[src/rtl/viterbi_tc_harness.sv]
// Test harness around a serial decoder: shifts a parallel test word out as symbols,
// collects the returned bits into a result word and shows it on 7-segment digits.
// Optional COLLECT watchdog is built only when VTB_TIMEOUT_EN is defined.
module viterbi_tc_harness #(
    parameter int SIZE_DATA_IN  = 16,
    parameter int SIZE_DATA_OUT = 8,
    parameter int SIZE_PISO     = 2,
    parameter int SIZE_SIPO     = 1,
    parameter int SIZE_7SEG     = 7,
    parameter int TIMEOUT_CYC   = 1024
) (
    input  logic                                     i_clk,
    input  logic                                     i_rst_n,
    input  logic                                     i_start,
    input  logic [SIZE_DATA_IN-1:0]                  i_data,
    output logic [SIZE_PISO-1:0]                     o_sym,
    output logic                                     o_sym_valid,
    input  logic [SIZE_SIPO-1:0]                     i_dut_bits,
    input  logic                                     i_dut_valid,
    output logic [SIZE_DATA_OUT-1:0]                 o_data_out,
    output logic [(SIZE_DATA_OUT/4)*SIZE_7SEG-1:0]   o_hex,
    output logic                                     o_done_PISO,
    output logic                                     o_done_SIPO,
    output logic                                     o_busy,
    output logic                                     o_timeout
);

    localparam int NUM_HEX = SIZE_DATA_OUT / 4;
    localparam int N_SYM   = SIZE_DATA_IN / SIZE_PISO;
    localparam int N_BEAT  = SIZE_DATA_OUT / SIZE_SIPO;
    localparam int SYM_CW  = $clog2(N_SYM + 1);
    localparam int BEAT_CW = $clog2(N_BEAT + 1);
    localparam int HEX_W   = NUM_HEX * SIZE_7SEG;

    if ((SIZE_DATA_IN % SIZE_PISO) != 0 || (SIZE_DATA_OUT % SIZE_SIPO) != 0 ||
        (SIZE_DATA_OUT % 4) != 0 || SIZE_7SEG != 7 || TIMEOUT_CYC < 1) begin : g_bad_cfg
        $error("viterbi_tc_harness: illegal parameter combination");
    end

    typedef enum logic [1:0] {
        S_IDLE,
        S_SHIFT,
        S_COLLECT,
        S_DONE
    } state_e;

    state_e                     state_q,     state_d;
    logic                       sync1_q,     sync1_d;
    logic                       sync2_q,     sync2_d;
    logic                       sync3_q,     sync3_d;
    logic                       edge_q,      edge_d;
    logic [SIZE_DATA_IN-1:0]    piso_q,      piso_d;
    logic [SIZE_DATA_OUT-1:0]   sipo_q,      sipo_d;
    logic [SIZE_DATA_OUT-1:0]   data_out_q,  data_out_d;
    logic [SYM_CW-1:0]          sym_cnt_q,   sym_cnt_d;
    logic [BEAT_CW-1:0]         beat_cnt_q,  beat_cnt_d;
    logic                       done_piso_q, done_piso_d;
    logic                       done_sipo_q, done_sipo_d;
    logic [HEX_W-1:0]           hex_q,       hex_d;
    logic                       busy;
    logic                       beat_take;

`ifdef VTB_TIMEOUT_EN
    localparam int TO_CW = $clog2(TIMEOUT_CYC + 1);
    logic [TO_CW-1:0]           to_cnt_q,    to_cnt_d;
    logic                       timeout_q,   timeout_d;
`endif

    function automatic logic [6:0] seg7(input logic [3:0] nib);
        case (nib)
            4'h0: seg7 = 7'b1000000;
            4'h1: seg7 = 7'b1111001;
            4'h2: seg7 = 7'b0100100;
            4'h3: seg7 = 7'b0110000;
            4'h4: seg7 = 7'b0011001;
            4'h5: seg7 = 7'b0010010;
            4'h6: seg7 = 7'b0000010;
            4'h7: seg7 = 7'b1111000;
            4'h8: seg7 = 7'b0000000;
            4'h9: seg7 = 7'b0010000;
            4'hA: seg7 = 7'b0001000;
            4'hB: seg7 = 7'b0000011;
            4'hC: seg7 = 7'b1000110;
            4'hD: seg7 = 7'b0100001;
            4'hE: seg7 = 7'b0000110;
            default: seg7 = 7'b0001110;
        endcase
    endfunction

    always_comb begin
        // NOTE: every _d is given its held value first, so no branch can leave one unassigned and infer a latch.
        state_d     = state_q;
        sync1_d     = i_start;
        sync2_d     = sync1_q;
        sync3_d     = sync2_q;
        edge_d      = sync2_q & ~sync3_q;
        piso_d      = piso_q;
        sipo_d      = sipo_q;
        data_out_d  = data_out_q;
        sym_cnt_d   = sym_cnt_q;
        beat_cnt_d  = beat_cnt_q;
        done_piso_d = done_piso_q;
        done_sipo_d = done_sipo_q;
`ifdef VTB_TIMEOUT_EN
        to_cnt_d    = to_cnt_q;
        timeout_d   = timeout_q;
`endif

        busy      = (state_q == S_SHIFT) || (state_q == S_COLLECT);
        beat_take = busy && i_dut_valid && !done_sipo_q;

        // Returned beats are collected in parallel with symbol shifting; beats past a full word are dropped.
        if (beat_take) begin
            sipo_d     = (sipo_q << SIZE_SIPO) | SIZE_DATA_OUT'(i_dut_bits);
            beat_cnt_d = beat_cnt_q + 1'b1;
            if (beat_cnt_q == BEAT_CW'(N_BEAT - 1)) begin
                data_out_d  = sipo_d;
                done_sipo_d = 1'b1;
            end
        end
`ifdef VTB_TIMEOUT_EN
        if (busy && i_dut_valid) begin
            to_cnt_d = '0;
        end
`endif

        case (state_q)
            S_IDLE, S_DONE: begin
                if (edge_q) begin
                    state_d     = S_SHIFT;
                    piso_d      = i_data;
                    sipo_d      = '0;
                    sym_cnt_d   = '0;
                    beat_cnt_d  = '0;
                    done_piso_d = 1'b0;
                    done_sipo_d = 1'b0;
`ifdef VTB_TIMEOUT_EN
                    to_cnt_d    = '0;
                    timeout_d   = 1'b0;
`endif
                end
            end
            S_SHIFT: begin
                piso_d    = piso_q << SIZE_PISO;
                sym_cnt_d = sym_cnt_q + 1'b1;
                if (sym_cnt_q == SYM_CW'(N_SYM - 1)) begin
                    done_piso_d = 1'b1;
                    state_d     = done_sipo_d ? S_DONE : S_COLLECT;
`ifdef VTB_TIMEOUT_EN
                    to_cnt_d    = '0;
`endif
                end
            end
            S_COLLECT: begin
                if (done_sipo_d) begin
                    state_d = S_DONE;
                end
`ifdef VTB_TIMEOUT_EN
                else if (!i_dut_valid) begin
                    if (to_cnt_q == TO_CW'(TIMEOUT_CYC - 1)) begin
                        timeout_d = 1'b1;
                        state_d   = S_DONE;
                    end else begin
                        to_cnt_d = to_cnt_q + 1'b1;
                    end
                end
`endif
            end
            default: state_d = S_IDLE;
        endcase

        hex_d = '0;
        for (int k = 0; k < NUM_HEX; k++) begin
            hex_d[k*SIZE_7SEG +: SIZE_7SEG] = seg7(data_out_d[4*k +: 4]);
        end
    end

    always_ff @(posedge i_clk) begin
        // NOTE: sequential state uses non-blocking assignments only; the reset clears the shift registers too.
        if (!i_rst_n) begin
            state_q     <= S_IDLE;
            sync1_q     <= 1'b0;
            sync2_q     <= 1'b0;
            sync3_q     <= 1'b0;
            edge_q      <= 1'b0;
            piso_q      <= '0;
            sipo_q      <= '0;
            data_out_q  <= '0;
            sym_cnt_q   <= '0;
            beat_cnt_q  <= '0;
            done_piso_q <= 1'b0;
            done_sipo_q <= 1'b0;
            hex_q       <= {NUM_HEX{7'b1000000}};
`ifdef VTB_TIMEOUT_EN
            to_cnt_q    <= '0;
            timeout_q   <= 1'b0;
`endif
        end else begin
            state_q     <= state_d;
            sync1_q     <= sync1_d;
            sync2_q     <= sync2_d;
            sync3_q     <= sync3_d;
            edge_q      <= edge_d;
            piso_q      <= piso_d;
            sipo_q      <= sipo_d;
            data_out_q  <= data_out_d;
            sym_cnt_q   <= sym_cnt_d;
            beat_cnt_q  <= beat_cnt_d;
            done_piso_q <= done_piso_d;
            done_sipo_q <= done_sipo_d;
            hex_q       <= hex_d;
`ifdef VTB_TIMEOUT_EN
            to_cnt_q    <= to_cnt_d;
            timeout_q   <= timeout_d;
`endif
        end
    end

    assign o_sym       = piso_q[SIZE_DATA_IN-1 -: SIZE_PISO];
    assign o_sym_valid = (state_q == S_SHIFT);
    assign o_busy      = busy;
    assign o_data_out  = data_out_q;
    assign o_hex       = hex_q;
    assign o_done_PISO = done_piso_q;
    assign o_done_SIPO = done_sipo_q;
`ifdef VTB_TIMEOUT_EN
    assign o_timeout   = timeout_q;
`else
    assign o_timeout   = 1'b0;
`endif

endmodule

[config.mk]
export PLATFORM = sky130hd
export DESIGN_NAME = viterbi_tc_harness
export DESIGN_NICKNAME = d
export VERILOG_FILES = /design/src/rtl/viterbi_tc_harness.sv
export SDC_FILE = /design/constraint.sdc
export NUM_CORES = 1
export LEC_CHECK = 0
export BUFFER_PORTS_ARGS = -buffer_cell sky130_fd_sc_hd__buf_4
export CORE_AREA = 2 2 97 99
export CTS_CLUSTER_DIAMETER = 50
export DETAILED_ROUTE_END_ITERATION = 16
export DIE_AREA = 0 0 99 101
export HOLD_SLACK_MARGIN = 0.12
export RECOVER_POWER = 25
export SYNTH_ARGS = -nofsm -noshare
export SYNTH_HDL_FRONTEND = slang
export SYNTH_SLANG_ARGS = --single-unit
export TNS_END_PERCENT = 1
[constraint.sdc]
create_clock -name i_clk -period 4.8 [get_ports i_clk]
set_input_delay 1.2 -clock i_clk [delete_from_list [all_inputs] [get_ports i_clk]]
set_output_delay 1.2 -clock i_clk [all_outputs]
set_load 0.01 [all_outputs]
==> results.md <==
- The flow ran to the end, but the final reports show violations.
- The checks that failed: capacitance limit, slew limit.
- In this run the critical register-to-register path is captured at o_hex[3]$_SDFF_PN0_.
- The number of primary I/O pins is 50.
- At the pin with the least slew margin, the transition time is 1.91 ns.
- The count of flip-flops with a built-in enable after synthesis is 0.
- The synthesis warning total is 0.
- CTS placed an instance of clkbuf_8 at the clock tree root.
- The analysis attributes to cell leakage a power of 1.56 nW.
- The TritonCTS clock tree is built.
- In the detailed route, the total length drawn on met2 is 2890 µm.
- The area growth from synthesis to layout is 17.1%.
- The initial antenna violation count is 0.
- In this run the cell area measured after placement is 3470 µm².
- OpenSTA, run right after detailed placement, puts the worst setup slack at 0.991 ns.
- STA classifies the critical path endpoint as a flop.
- The share of the Yosys chip area taken by registers is 0.400.
- Tracing the worst setup path back leads to its startpoint at i_dut_valid.
- In this run the remaining antenna-violating nets after routing total 0.
- The flip-flop and latch count after synthesis is 61.
- The number of distinct library cell variants in the gate-level netlist after synthesis is 43.
- The post-synthesis instance area is 3060 µm².
- Synthesis produced a netlist with a net count of 375.
- Post-CTS timing repair inserted 0 buffers for setup.
- The slowest library cell on the worst path is or3b_1.
- Subtracting the final worst setup slack from the clock period gives 3.48 ns.
- TritonCTS created 9 clock buffers.
- The tightest slew margin relative to the limit is -0.275.
- The count of buffers added on input and output ports is 48.
- Dividing the detail-routed via count by the number of cells gives 4.92.
- The via count of the first global-routing pass came to 2227.
- The largest net degree at the start of global routing is 51.
- The maximum cell stage delay along the critical path is 0.50 ns.
- Signal routing reaches up to met4.
- The met3 wirelength from detailed routing is 337 µm.
- The number of maximum-capacitance constraint violations is 1.
- The top flip-flop cell by instance count after synthesis is dfxtp_1.
- The critical path goes through buf_4, or3b_1, nor3_4, buf_4, mux2i_1, inv_1, ha_1, mux2_2, o2bb2ai_2.
- The sum of negative setup slack is 0 ns.
- In this run, post-CTS hold repair placed 0 buffers.
- The number of H-tree levels is 3.
- The detailed-routing wirelength on met1 is 3000 µm.
- The gate count after technology mapping is 337.
- The maximum count of clock buffers along a single path is 2.
- The final clock skew is 0.00887 ns.
- VDD sags by at most 185 µV.
- The max-slew violation total from the final report is 51.
- After the last flow step, the layout net total stands at 417.
- In the global route stage, overall resource usage came out at 0.131.
- The kind of start point of the critical path is an input pin.
- Setup violations remaining at the end of the flow were counted as 0.
- The final routed DRC violation total is 0.
- The number of sinks handled by clock tree synthesis is 61.
- The total power divided by cell area is 352 nW/µm².
- The overall overflow remaining after global route is 0.
- The data required time at the worst endpoint is 5.02 ns.
- In this run the core area contains 35 standard-cell rows.
- The clock reaches the later pin of the worst-skew pair after 0.33 ns.
- The final instance area is 3580 µm².
- In this run, post-CTS repair resized a total of 0 instances.
- The startpoint of the lowest-slack register-to-register path is state_q[0]$_SDFFE_PN0P_.
- The final worst slack is 1.32 ns.
- The die covers 10000 µm².
- The antenna diode instance count is 0.
- Dividing the final minimum period by the clock period gives 0.724.
- The wire length per cell after detailed routing is 12.8 µm.
- Setup repair after global routing left no endpoint under its margin.
- Routability-driven placement finished with a final weighted congestion of 0.821.
- The critical path arrival is 3.69 ns.
- The die is 101 µm tall.
- The fraction of layout cells with a size suffix above 1 is 0.147.
- For the worst flop-to-flop path, the logic depth is 10.
- The critical path ends at o_hex[3]$_SDFF_PN0_.
- The worst hold path class is flop to flop.
- Measured along the x axis, the die boundary spans 99 µm.
- The most frequent cell on the critical path is buf_4.
- At the end of the flow the core is filled with cells to 0.399.
- The wire length of the first global-routing pass is 10600 µm.
- The highest clock frequency the design can meet is 288 MHz.
- The core area is 8980 µm².
- The total iterations of the first detailed-routing run is 5.
- The worst setup path category is input pin to flop.
- The number of hold-slack violations in the final timing report came to 0.
- The detailed router placed 2423 vias in this run.
- The first routing iteration left 89 violations.
- The critical-path maximum fanout is 14.
- After clock tree synthesis, the clock-pin slew on the worst setup and hold paths is 0.07 ns.
- The total length of routed wires is 6320 µm.
- For this configuration, the core starts out at a cell density of 0.340.
- The average instance in the mapped netlist occupies 9.07 µm².
- The sum of net half-perimeters after detailed placement is 4500 µm.
- The slack of the worst reg-to-reg path is 1.36 ns.
- The async set-or-reset flop fraction in the synthesized netlist is 0.
-- how the worst min path moves through the flow --
stage	startpoint	to	slack [ns]	cells after the start
CTS	sync3_q$_SDFF_PN0_	edge_q$_SDFF_PN0_	0.37	1
floorplan	sync3_q$_SDFF_PN0_	edge_q$_SDFF_PN0_	0.37	1
global route	sync3_q$_SDFF_PN0_	edge_q$_SDFF_PN0_	0.38	1
detailed placement	sync3_q$_SDFF_PN0_	edge_q$_SDFF_PN0_	0.37	1
finish	sync3_q$_SDFF_PN0_	edge_q$_SDFF_PN0_	0.37	1
global placement	sync3_q$_SDFF_PN0_	edge_q$_SDFF_PN0_	0.38	1
-- cell usage in the layout (no fill, tap or decap), drive strengths merged, types with 13 or more instances in the layout --
| cell type | netlist | layout |
|---|---|---|
| a21oi | 14 | 14 |
| buf | 10 | 37 |
| clkbuf | 11 | 25 |
| dfxtp | 61 | 61 |
| ha | 17 | 17 |
| inv | 15 | 15 |
| mux2i | 32 | 32 |
| nand2 | 53 | 53 |
| nor2 | 17 | 17 |
| nor2b | 13 | 13 |
| o211a | 15 | 15 |
-- through the flow --
step           hold slack [ns]  total power [mW]  std cells
3_5_place_dp             0.372             0.855        479
3_3_place_gp             0.377             0.850        479
6_report                 0.369              1.26        492
5_1_grt                  0.378              1.33        492
4_1_cts                  0.370              1.27        492
2_1_floorplan            0.367             0.803        337
-- cells in the mapped netlist (5+ instances only) --
| cell type | instances | area [µm²] |
|---|---|---|
| dfxtp_1 | 61 | 1220 |
| o211a_1 | 15 | 150 |
| inv_1 | 15 | 56.3 |
| nor3_1 | 5 | 25.0 |
| nand3_1 | 8 | 40.0 |
| nand2b_1 | 9 | 56.3 |
| nor2b_1 | 13 | 81.3 |
| clkbuf_1 | 11 | 41.3 |
| nor2_1 | 17 | 63.8 |
| a21oi_1 | 14 | 70.1 |
| o21ai_0 | 8 | 40.0 |
| ha_1 | 17 | 213 |
| mux2i_1 | 31 | 310 |
| nand2_1 | 53 | 199 |
-- worst max-delay path: cells and delay by family --
family / cells / cell delay (ns)
AO/OA/AOI/OAI: 1 / 0.12
adder cells (fa/ha/maj): 1 / 0.28
buffers and inverters: 3 / 0.48
multiplexers: 2 / 0.77
AND/OR/NAND/NOR: 2 / 0.83
-- cells by family (layout without fill, tap and decap cells) --
kind of cell,Yosys count,in the layout,share of synthesized area
compound gates,59,59,0.144
xor+xnor,5,5,0.0143
fa+ha+maj,17,17,0.0696
buf+inv,36,80,0.0569
flops,61,61,0.400
mux,36,36,0.121
other cells,1,1,0.00123
simple gates,122,122,0.194
-- metal layers --
metal / global-route usage / up-vias
met5: 0 / -
met4: 0.0506 / 0
met3: 0.0340 / 11
met2: 0.214 / 64
met1: 0.166 / 1112
li1: - / 1236
-- where the power goes --
part           total, mW  switching (mW)  internal [mW]  leakage, nW
clock              0.420           0.191          0.230       0.0878
combinational      0.250           0.135          0.114        0.979
sequential         0.591          0.0296          0.561        0.494
-- registers in the layout, indices dropped and copies added (netlist names) --
name         cells
o_done_PISO      1
sipo_q           7
edge_q           1
piso_q          16
sync2_q          1
sync3_q          1
o_done_SIPO      1
state_q          2
o_data_out       8
sym_cnt_q        4
beat_cnt_q       4
sync1_q          1
o_hex           14
-- layout make-up --
class	instances	area, µm²
Timing Repair Buffer	52	334
Inverter	15	56.3
Tap cell	111	139
Fill cell	890	5400
Clock inverter	3	40.0
Sequential cell	61	1220
Clock buffer	10	128
Multi-Input combinational cell	240	1660
Note: power is estimated with default switching activity, not from simulation.
